### src/rtl/calc_core_param.sv
// ---------------------------------------------------------------------------
// calc_core_param
//   Two-operand decimal add/subtract calculator core driven by a keyboard
//   scanner. Key presses are sampled on a slow divider tick. Each accepted
//   key takes effect when the key is released.
//
// Parameters
//   WIDTH      operand/result width in bits (>= 4)
//   MAX_DIGITS maximum decimal digits accepted per operand
//   DIV_LOG2   key-sample tick period is 2^DIV_LOG2 clk_in cycles (0 = every cycle)
//
// Ports
//   clk_in    in   clock, rising edge
//   rst_n     in   asynchronous active-low reset
//   key_flag  in   key currently held
//   key_code  in   [4:0] scanner code of the held key
//   display   out  [WIDTH-1:0] operand being entered, or result in EQUAL
//   state_o   out  [1:0] 0=FIRST_NUM, 1=SECOND_NUM, 2=EQUAL
//   op_o      out  pending operator, 0=add 1=subtract
//   ovf       out  last result wrapped (carry on add, borrow on subtract)
//   key_ack   out  one-cycle pulse after an accepted key release
// ---------------------------------------------------------------------------
module calc_core_param #(
  parameter int WIDTH      = 10,
  parameter int MAX_DIGITS = 3,
  parameter int DIV_LOG2   = 10
) (
  input  logic             clk_in,
  input  logic             rst_n,
  input  logic             key_flag,
  input  logic [4:0]       key_code,
  output logic [WIDTH-1:0] display,
  output logic [1:0]       state_o,
  output logic             op_o,
  output logic             ovf,
  output logic             key_ack
);

  localparam int CNT_W = (MAX_DIGITS < 1) ? 1 : $clog2(MAX_DIGITS + 1);
  localparam logic [CNT_W-1:0] CNT_MAX = CNT_W'(MAX_DIGITS);

  // Encoding 3 is unused; the FSM recovers from it to FIRST_NUM.
  typedef enum logic [1:0] {
    FIRST_NUM  = 2'd0,
    SECOND_NUM = 2'd1,
    EQUAL      = 2'd2
  } state_t;

  typedef enum logic [2:0] {
    K_NONE,
    K_DIGIT,
    K_ADD,
    K_SUB,
    K_EQ,
    K_CLR
  } key_t;

  // -------------------------------------------------------------------------
  // Key-sample tick
  // -------------------------------------------------------------------------
  logic tick;

  if (DIV_LOG2 == 0) begin : g_no_div
    assign tick = 1'b1;
  end else begin : g_div
    logic [DIV_LOG2-1:0] div_cnt;

    // NOTE: sequential state is written with non-blocking assignments so every
    // flop samples pre-edge values regardless of block ordering.
    always_ff @(posedge clk_in or negedge rst_n) begin
      if (!rst_n) div_cnt <= '0;
      else        div_cnt <= div_cnt + DIV_LOG2'(1);
    end

    assign tick = (div_cnt == '0);
  end

  // -------------------------------------------------------------------------
  // Release detection: key_flag only matters on ticks, so bounce between
  // ticks is invisible and a long hold yields a single event on release.
  // -------------------------------------------------------------------------
  logic prev_flag;
  logic release_evt;

  always_ff @(posedge clk_in or negedge rst_n) begin
    if (!rst_n)    prev_flag <= 1'b0;
    else if (tick) prev_flag <= key_flag;
  end

  assign release_evt = tick && prev_flag && !key_flag;

  // -------------------------------------------------------------------------
  // Key decode
  // -------------------------------------------------------------------------
  key_t       key_kind;
  logic [3:0] key_digit;

  // NOTE: every always_comb output gets a default first so no path leaves a
  // signal unassigned and no latch is inferred.
  always_comb begin
    key_kind  = K_NONE;
    key_digit = 4'd0;
    case (key_code)
      5'd0, 5'd1, 5'd2: begin
        key_kind  = K_DIGIT;
        key_digit = 4'(key_code + 5'd1);
      end
      5'd4, 5'd5, 5'd6: begin
        key_kind  = K_DIGIT;
        key_digit = key_code[3:0];
      end
      5'd8, 5'd9, 5'd10: begin
        key_kind  = K_DIGIT;
        key_digit = 4'(key_code - 5'd1);
      end
      5'd13:   key_kind = K_DIGIT;
      5'd3:    key_kind = K_ADD;
      5'd11:   key_kind = K_SUB;
      5'd7:    key_kind = K_EQ;
      5'd12:   key_kind = K_CLR;
      default: key_kind = K_NONE;
    endcase
  end

  // -------------------------------------------------------------------------
  // Calculator state
  // -------------------------------------------------------------------------
  state_t           state_q, state_n;
  logic [WIDTH-1:0] acc_q, acc_n;     // operand being entered
  logic [WIDTH-1:0] a_q, a_n;         // latched first operand
  logic [WIDTH-1:0] res_q, res_n;     // last result, reused when chaining
  logic [CNT_W-1:0] cnt_q, cnt_n;     // digits entered in current operand
  logic             op_n, ovf_n, ack_n;
  logic [WIDTH-1:0] display_n;
  logic [WIDTH:0]   calc_ext;         // extra MSB is carry/borrow

  always_comb begin
    state_n   = state_q;
    acc_n     = acc_q;
    a_n       = a_q;
    res_n     = res_q;
    cnt_n     = cnt_q;
    op_n      = op_o;
    ovf_n     = ovf;
    ack_n     = 1'b0;
    calc_ext  = op_o ? ({1'b0, a_q} - {1'b0, acc_q})
                     : ({1'b0, a_q} + {1'b0, acc_q});

    case (state_q)
      FIRST_NUM, SECOND_NUM, EQUAL: begin
        if (release_evt) begin
          case (key_kind)
            K_CLR: begin
              acc_n   = '0;
              a_n     = '0;
              res_n   = '0;
              cnt_n   = '0;
              op_n    = 1'b0;
              ovf_n   = 1'b0;
              state_n = FIRST_NUM;
              ack_n   = 1'b1;
            end
            K_DIGIT: begin
              ack_n = 1'b1;
              if (state_q == EQUAL) begin
                // A digit after a result starts a fresh calculation.
                acc_n   = WIDTH'(key_digit);
                cnt_n   = CNT_W'(1);
                ovf_n   = 1'b0;
                state_n = FIRST_NUM;
              end else if (cnt_q < CNT_MAX) begin
                acc_n = acc_q * WIDTH'(10) + WIDTH'(key_digit);
                cnt_n = cnt_q + CNT_W'(1);
              end
            end
            K_ADD, K_SUB: begin
              ack_n = 1'b1;
              op_n  = (key_kind == K_SUB);
              // In SECOND_NUM an operator key only changes the pending op.
              if (state_q != SECOND_NUM) begin
                a_n     = (state_q == EQUAL) ? res_q : acc_q;
                acc_n   = '0;
                cnt_n   = '0;
                state_n = SECOND_NUM;
              end
            end
            K_EQ: begin
              if (state_q == SECOND_NUM) begin
                ack_n   = 1'b1;
                res_n   = calc_ext[WIDTH-1:0];
                ovf_n   = calc_ext[WIDTH];
                state_n = EQUAL;
              end
            end
            default: ;
          endcase
        end
      end
      default: begin
        acc_n   = '0;
        a_n     = '0;
        res_n   = '0;
        cnt_n   = '0;
        op_n    = 1'b0;
        ovf_n   = 1'b0;
        state_n = FIRST_NUM;
      end
    endcase

    display_n = (state_n == EQUAL) ? res_n : acc_n;
  end

  always_ff @(posedge clk_in or negedge rst_n) begin
    if (!rst_n) begin
      state_q <= FIRST_NUM;
      acc_q   <= '0;
      a_q     <= '0;
      res_q   <= '0;
      cnt_q   <= '0;
      op_o    <= 1'b0;
      ovf     <= 1'b0;
      key_ack <= 1'b0;
      display <= '0;
    end else begin
      state_q <= state_n;
      acc_q   <= acc_n;
      a_q     <= a_n;
      res_q   <= res_n;
      cnt_q   <= cnt_n;
      op_o    <= op_n;
      ovf     <= ovf_n;
      key_ack <= ack_n;
      display <= display_n;
    end
  end

  assign state_o = state_q;

endmodule

### config.mk
export PLATFORM = sky130hd
export DESIGN_NAME = calc_core_param
export DESIGN_NICKNAME = d
export VERILOG_FILES = /design/src/rtl/calc_core_param.sv
export SDC_FILE = /design/constraint.sdc
export NUM_CORES = 1
export LEC_CHECK = 0
export BUFFER_PORTS_ARGS = -buffer_cell sky130_fd_sc_hd__buf_2
export CAP_MARGIN = 20
export CORE_ASPECT_RATIO = 0.75
export CORE_MARGIN = 2
export CORE_UTILIZATION = 64
export CTS_BUF_LIST = sky130_fd_sc_hd__clkbuf_8
export CTS_CLUSTER_DIAMETER = 40
export DETAILED_ROUTE_END_ITERATION = 6
export GPL_TIMING_DRIVEN = 1
export PLACE_DENSITY = 0.93
export SYNTH_ARGS = -nofsm -noshare
export SYNTH_HDL_FRONTEND = slang
export SYNTH_SLANG_ARGS = --single-unit
### constraint.sdc
create_clock -name clk_in -period 3 [get_ports clk_in]
set_input_delay 0.3 -clock clk_in [delete_from_list [all_inputs] [get_ports clk_in]]
set_output_delay 0.3 -clock clk_in [all_outputs]
set_load 0.01 [all_outputs]
==> impl_results.md, run 1 <==
* Die area at 0.00698 mm^2
* DRC violations left at 0
* Detail Route Antenna Nets at 0
* Met2 GRT Util at 51.7%
* Register area at 0.00145 mm^2
* Met1 Resource Use GR at 42.5%
* RR Startpoint: acc_q[0]$_DFF_PN0_
* Largest net degree at the start of global routing at 31
* Sequential area share after synthesis at 35.9%
* Worst setup startpoint: acc_q[0]$_DFF_PN0_
* Yosys cell types at 64
* Placeable Area at 0.00619 mm^2
* Final setup fails at 0
* 1st-iter DRT viols at 322
* Syn. warnings at 0
* Met3 usage at 9.61%
* Critical Path End Type: flop
* Clk root buf: clkbuf_8
* HP Start: key_flag
* Final hold vios at 0
* Reg clk slew, reported paths at 0.07 ns
* Remaining Overflow, GRT at 0
* Critical path's top delay family: compound AO/OA/AOI/OAI gates
* Slowest Stage Delay on Critical Path at 0.43 ns
* Outcome: finished, final reports clean
* Relative slew slack at 50.2%
* CTS Buf Count at 9
* Synth top area cells: dfrtp_1 (36%), ha_1 (9.3%), xnor2_1 (5.4%)
* FF-to-FF setup slack at 0.06 ns
* Layout overhead on the synthesized area at 17.7%
* WL per Instance at 18.6 um
* Largest area contributor in the netlist: dfrtp_1
* Share of post-route cells with drive strength above 1 at 23.4%
* IO Count at 23
* Final HPWL DP at 7650 um
* WP data required at 3.24 ns
* Worst hold path type: in2reg
* Die Width at 95.8 um
* Synthesized net count at 475
* Setup Skew at 0.0104 ns
* R2r worst-path depth at 11
* Fin Setup TNS at 0 ns
* CTS tree: yes
* Worst Max-Slew Pin Slew at 0.747 ns
* Max rail drop VDD at 0.000360 V
* # fillers at 402
* Routed vias at 3,637
* Vias/cell at 6.30
* Pre-Repair DR Iteration Count at 6
* Row cnt at 25
* Critical path capture point: ovf$_DFFE_PN0P_
* Clock sinks at 58
* Total wire length at 10,800 um
* Maximum root-to-sink buffer count at 2
* Post-layout min period at 2.94 ns
* Initial core utilization at 65.4%
* CP max-delay cell: dfrtp_1
* Final worst path period share at 98.1%
* WP depth at 11
* CP arrival at 3.18 ns
* Final Core Density at 76.9%
* Max cap viols at 0
* Pwr Density at 340 mW/mm^2
* Fmax at 340 MHz
* PnR Total Power at 1.62 mW
* Port bufs at 22
* Design area at 0.00476 mm^2
* Die Span Y at 72.9 um
* Main synth FF type: dfrtp_1
* Mapped Area at 0.00405 mm^2
* Leakage power at 2.33 nW
* FF-to-FF End: ovf$_DFFE_PN0P_
* Syn avg cell area at 9.35 um^2
* H-tree levels at 3
* Insertion delay to the later sink of the worst-skew pair at 0.35 ns
* Count of pins over their slew limit at 0
* DP Area at 0.00451 mm^2
* Seq cells post-synth at 58
* Number of diodes at 0
* Startpoint Class: flop
* Total track usage at 32.9%
* Fin nets at 533
* Vias in the first global route at 3,619
* Post-synth ARST share at 100%
* EDFF count, synth at 0
* Bufs and invs on worst path at 0
* Initial antenna violation count at 0
* Gp weighted congestion at 0.918
* Synth top area share at 35.9%
* Critical path cell sequence: nor3_2 -> nor2_1 -> xnor2_1 -> ha_1 -> o21ai_0 -> a21oi_2 -> or4_1 -> a31oi_2 -> o21ai_1 -> xnor2_2 -> a31o_2
* Synth Instances at 433
* CP Class: reg2reg
* Multi-input logic area at 0.00253 mm^2
* Max FO, Critical Path at 4
* Gr busiest metal: met2
* First-pass GRT wire length at 17,300 um
## cell usage after synthesis, types with 2 or more instances
cell type / instances
nor4_1: 2
nand2_1: 43
nand4b_1: 2
nand3b_1: 2
fa_1: 4
a21o_1: 7
a21oi_1: 32
a31oi_1: 8
o2bb2ai_1: 2
xnor2_1: 25
nand4_1: 2
o22ai_1: 3
nand2b_1: 13
clkbuf_1: 14
and2_1: 4
or3_1: 3
or2_2: 3
dfrtp_1: 58
nor2_1: 33
mux2_2: 2
o21a_1: 7
and3_1: 2
inv_1: 17
or4_4: 2
nor3_1: 9
a22oi_1: 4
ha_1: 30
a22o_1: 7
o21ai_0: 14
buf_6: 2
nor3b_1: 2
nor2b_1: 12
nand3_1: 8
o211ai_1: 2
xor2_1: 8
o31ai_1: 12
mux2_4: 4
a2bb2oi_1: 3
## cell families after synthesis
logic type               synth area share (%)
AO/OA/AOI/OAI                            18.4
XOR/XNOR                                 7.70
adder cells (fa/ha/maj)                  11.3
buffers and inverters                    3.74
flip-flops                               35.9
multiplexers                             2.57
AND/OR/NAND/NOR                          20.5
## stage by stage
step	hold WS (ns)	setup WS (ns)	instances
2_1_floorplan	0.00441	-0.0947	433
3_5_place_dp	0.365	-0.177	559
6_report	0.197	0.0560	577
4_1_cts	0.183	0.0146	576
3_3_place_gp	0.364	-0.123	559
5_1_grt	0.205	-0.0320	577
## sequential cells by signal, indices dropped and copies added, names as in the netlist
register	count
a_q	10
acc_q	10
cnt_q	2
display	10
g_div.div_cnt	10
key_ack	1
op_o	1
ovf	1
prev_flag	1
res_q	10
state_o	2
## final cells by class
type / instances / area share [%]
multi-input combinational: 340 / 53.1
sequential: 58 / 30.5
timing repair buffer: 64 / 8.98
clock buffer: 12 / 3.47
tap: 81 / 2.13
inverter: 18 / 1.52
clock inverter: 4 / 0.368
## cell usage in the layout, fill, tap and decap left out, types with 12 or more instances in the layout
cell and n:
a21oi_1 31, buf_2 22, buf_4 41, clkbuf_8 12, dfrtp_1 58, ha_1 28, inv_1 17, nand2_1 43
nand2b_1 13, nor2_1 32, o31ai_1 12, xnor2_1 23
## routing by layer
layer / up-vias / share of wire (%)
met1: 1744 / 41
met4: 0 / 3.0
met5: - / 0
met2: 199 / 47
li1: 1656 / -
met3: 38 / 9.0
## what timing repair did
item / 4_1_cts / 5_1_grt
endpoints found under the setup margin: 0 / 6
gates resized for setup: 0 / 13
setup buffers: 0 / 1
hold endpoints to repair: 28 / 0
hold buffers: 1 / 0
## report_power, final
part	leakage (nW)	internal [mW]	switching, mW
combinational	1.44	0.0673	0.0864
sequential	0.791	0.785	0.00274
clock	0.105	0.359	0.320
total	2.33	1.21	0.409
## how the worst min path moves through the flow
| stage | end | slack [ns] | depth (start not counted) |
|---|---|---|---|
| final | prev_flag$_DFFE_PN0N_ | 0.20 | 2 |
| after global routing | prev_flag$_DFFE_PN0N_ | 0.21 | 2 |
| after CTS | prev_flag$_DFFE_PN0N_ | 0.18 | 2 |
| after detailed placement | acc_q[6]$_DFF_PN0_ | 0.36 | 1 |
| after global placement | display[8]$_DFF_PN0_ | 0.36 | 1 |
| after floorplan | a_q[0]$_DFFE_PN0P_ | 0.004 | 0 |
(Power assumes the default switching activity.)
==> run 2, diff against run 1 <==
--- a/config.mk
+++ b/config.mk
@@ -9,12 +9,12 @@
 export CAP_MARGIN = 20
 export CORE_ASPECT_RATIO = 0.75
 export CORE_MARGIN = 2
-export CORE_UTILIZATION = 64
+export CORE_UTILIZATION = 58
 export CTS_BUF_LIST = sky130_fd_sc_hd__clkbuf_8
 export CTS_CLUSTER_DIAMETER = 40
 export DETAILED_ROUTE_END_ITERATION = 6
 export GPL_TIMING_DRIVEN = 1
-export PLACE_DENSITY = 0.93
+export PLACE_DENSITY = 0.89
 export SYNTH_ARGS = -nofsm -noshare
 export SYNTH_HDL_FRONTEND = slang
 export SYNTH_SLANG_ARGS = --single-unit
==> constraint.sdc (replaced) <==
create_clock -name clk_in -period 2.5 [get_ports clk_in]
set_input_delay 0.25 -clock clk_in [delete_from_list [all_inputs] [get_ports clk_in]]
set_output_delay 0.25 -clock clk_in [all_outputs]
set_load 0.1 [all_outputs]
==> run 2 against run 1 <==
Sequential power increased by 20%. Hold slack got worse by 0.039 ns. Register-to-register slack got worse by 0.50 ns. The run now ends with negative setup slack left. Core utilization increased by 9.1 points. Largest cell class unchanged.
==> impl_results.md, run 2 (synthesis gave the netlist of run 1 again) <==
* Final setup fails at 40
* Critical path's top delay family: adder cells
* CTS tree: yes
* CP arrival at 3.46 ns
* Pre-Repair DR Iteration Count at 7
* Detail Route Antenna Nets at 0
* RSZ-0062 raised after global routing: true
* Maximum root-to-sink buffer count at 2
* Max rail drop VDD at 0.000449 V
* DP Cell Count at 615
* Final HPWL DP at 8540 um
* Relative slew slack at 56.4%
* Max FO, Critical Path at 2
* Final worst path period share at 129%
* Leakage power at 2.83 nW
* Post-route insts no fill at 659
* Worst Max-Slew Pin Slew at 0.654 ns
* Fmax at 310 MHz
* Design area at 0.00585 mm^2
* Vias/cell at 6.93
* Clock sinks at 58
* Worst hold path type: in2reg
* First-pass GRT wire length at 22,100 um
* Worst hold margin at 0.158 ns
* Most frequent cells in the layout: buf_4 (108), dfrtp_1 (54), nand2_1 (40)
* Bufs and invs on worst path at 2
* Max cap viols at 0
* Pwr Density at 383 mW/mm^2
* Count of pins over their slew limit at 0
* Fin nets at 612
* Die Width at 100 um
* Setup ws final at -0.726 ns
* Critical path cell sequence: buf_6 -> nor2_4 -> and3_4 -> inv_2 -> fa_1 -> o22ai_1 -> nor3b_4 -> ha_2 -> fa_2 -> mux2i_1 -> nor2_1 -> a21oi_1 -> o21ai_1 -> and2_4 -> mux2_4
* Port bufs at 22
* Failing checks: negative setup slack
* Reg clk slew, reported paths at 0.08 ns
* DP Area at 0.00495 mm^2
* WL per Instance at 25.4 um
* Critical Path End Type: flop
* Die Span Y at 76.3 um
* Largest net degree at the start of global routing at 27
* H-tree levels at 3
* Initial antenna violation count at 0
* Clk root buf: clkbuf_8
* CTS Buf Count at 9
* Total wire length at 16,700 um
* Placeable Area at 0.00680 mm^2
* Vias in the first global route at 4,347
* CP max-delay cell: fa_2
* Commonest non-fill, non-tap cell in the layout: buf_4
* Slowest Stage Delay on Critical Path at 0.49 ns
* Row cnt at 26
* Total track usage at 37.4%
* Startpoint Class: input port
* IO Count at 23
* Setup Skew at 0.0162 ns
* Number of diodes at 0
* Die area at 0.00767 mm^2
* DRC violations left at 0
* Outcome: finished with violations
* Fin Setup TNS at -9.70 ns
* Routed vias at 4,564
* 1st-iter DRT viols at 660
* Gp weighted congestion at 0.905
* Remaining Overflow, GRT at 0
* Final Core Density at 86.0%
* Post-layout min period at 3.23 ns
* WP data required at 2.74 ns
* Insertion delay to the later sink of the worst-skew pair at 0.35 ns
* Final hold vios at 0
* Layout overhead on the synthesized area at 44.5%
* CP Class: in2reg
* Initial core utilization at 59.5%
* Share of post-route cells with drive strength above 1 at 45.0%
[run 2: power breakdown]
part	switching [mW]	leakage (nW)	total, mW	internal [mW]
clock network	0.421	0.113	1.00	0.582
registers	0.00157	0.784	0.942	0.941
logic	0.168	1.93	0.292	0.124
total	0.591	2.83	2.24	1.65
[run 2: worst paths after layout]
kind                            cells past startpoint                          to                  startpoint  slack [ns]
max in group asynchronous                           3          a_q[6]$_DFFE_PN0P_                       rst_n        1.28
worst min-delay path                                2       prev_flag$_DFFE_PN0N_                    key_flag        0.16
worst max-delay path                               15        display[2]$_DFF_PN0_                 key_code[2]       -0.73
min in group asynchronous                           2        display[0]$_DFF_PN0_                       rst_n        0.45
worst max register to register                     13             ovf$_DFFE_PN0P_          acc_q[0]$_DFF_PN0_       -0.44
worst min register to register                      1  g_div.div_cnt[0]$_DFF_PN0_  g_div.div_cnt[0]$_DFF_PN0_        0.44
[run 2: cell type report]
cell class | count | area (um^2)
repair buffers | 143 | 1100
flip-flops and latches | 58 | 1460
fillers | 287 | 951
clock inverters | 6 | 81.3
well taps | 84 | 105
multi-input cells | 340 | 2900
clock buffers | 10 | 138
inverters | 18 | 72.6
[run 2: through the flow]
stage                     total power [mW]  setup WS, ns
after floorplan                       1.07        -0.545
after global placement                1.15        -0.585
after detailed placement              1.15        -0.666
after CTS                             2.16        -0.277
after global routing                  2.28        -0.834
final                                 2.24        -0.726
[run 2: repair_timing]
| item | CTS | global route |
|---|---|---|
| pin swaps | 28 | 33 |
| resized for setup | 51 | 50 |
| hold endpoints to repair | 24 | 0 |
| setup buffers | 15 | 12 |
| endpoints found under the setup margin | 23 | 39 |
| hold buffers | 1 | 0 |
[run 2: layer usage]
layer / global-route usage (%) / vias to the layer above / part of all wire, %
met4: 20.8 / 0 / 8.6
met2: 59.5 / 407 / 44
li1: - / 1815 / -
met1: 47.7 / 2167 / 36
met3: 7.43 / 175 / 12
met5: 0 / - / 0
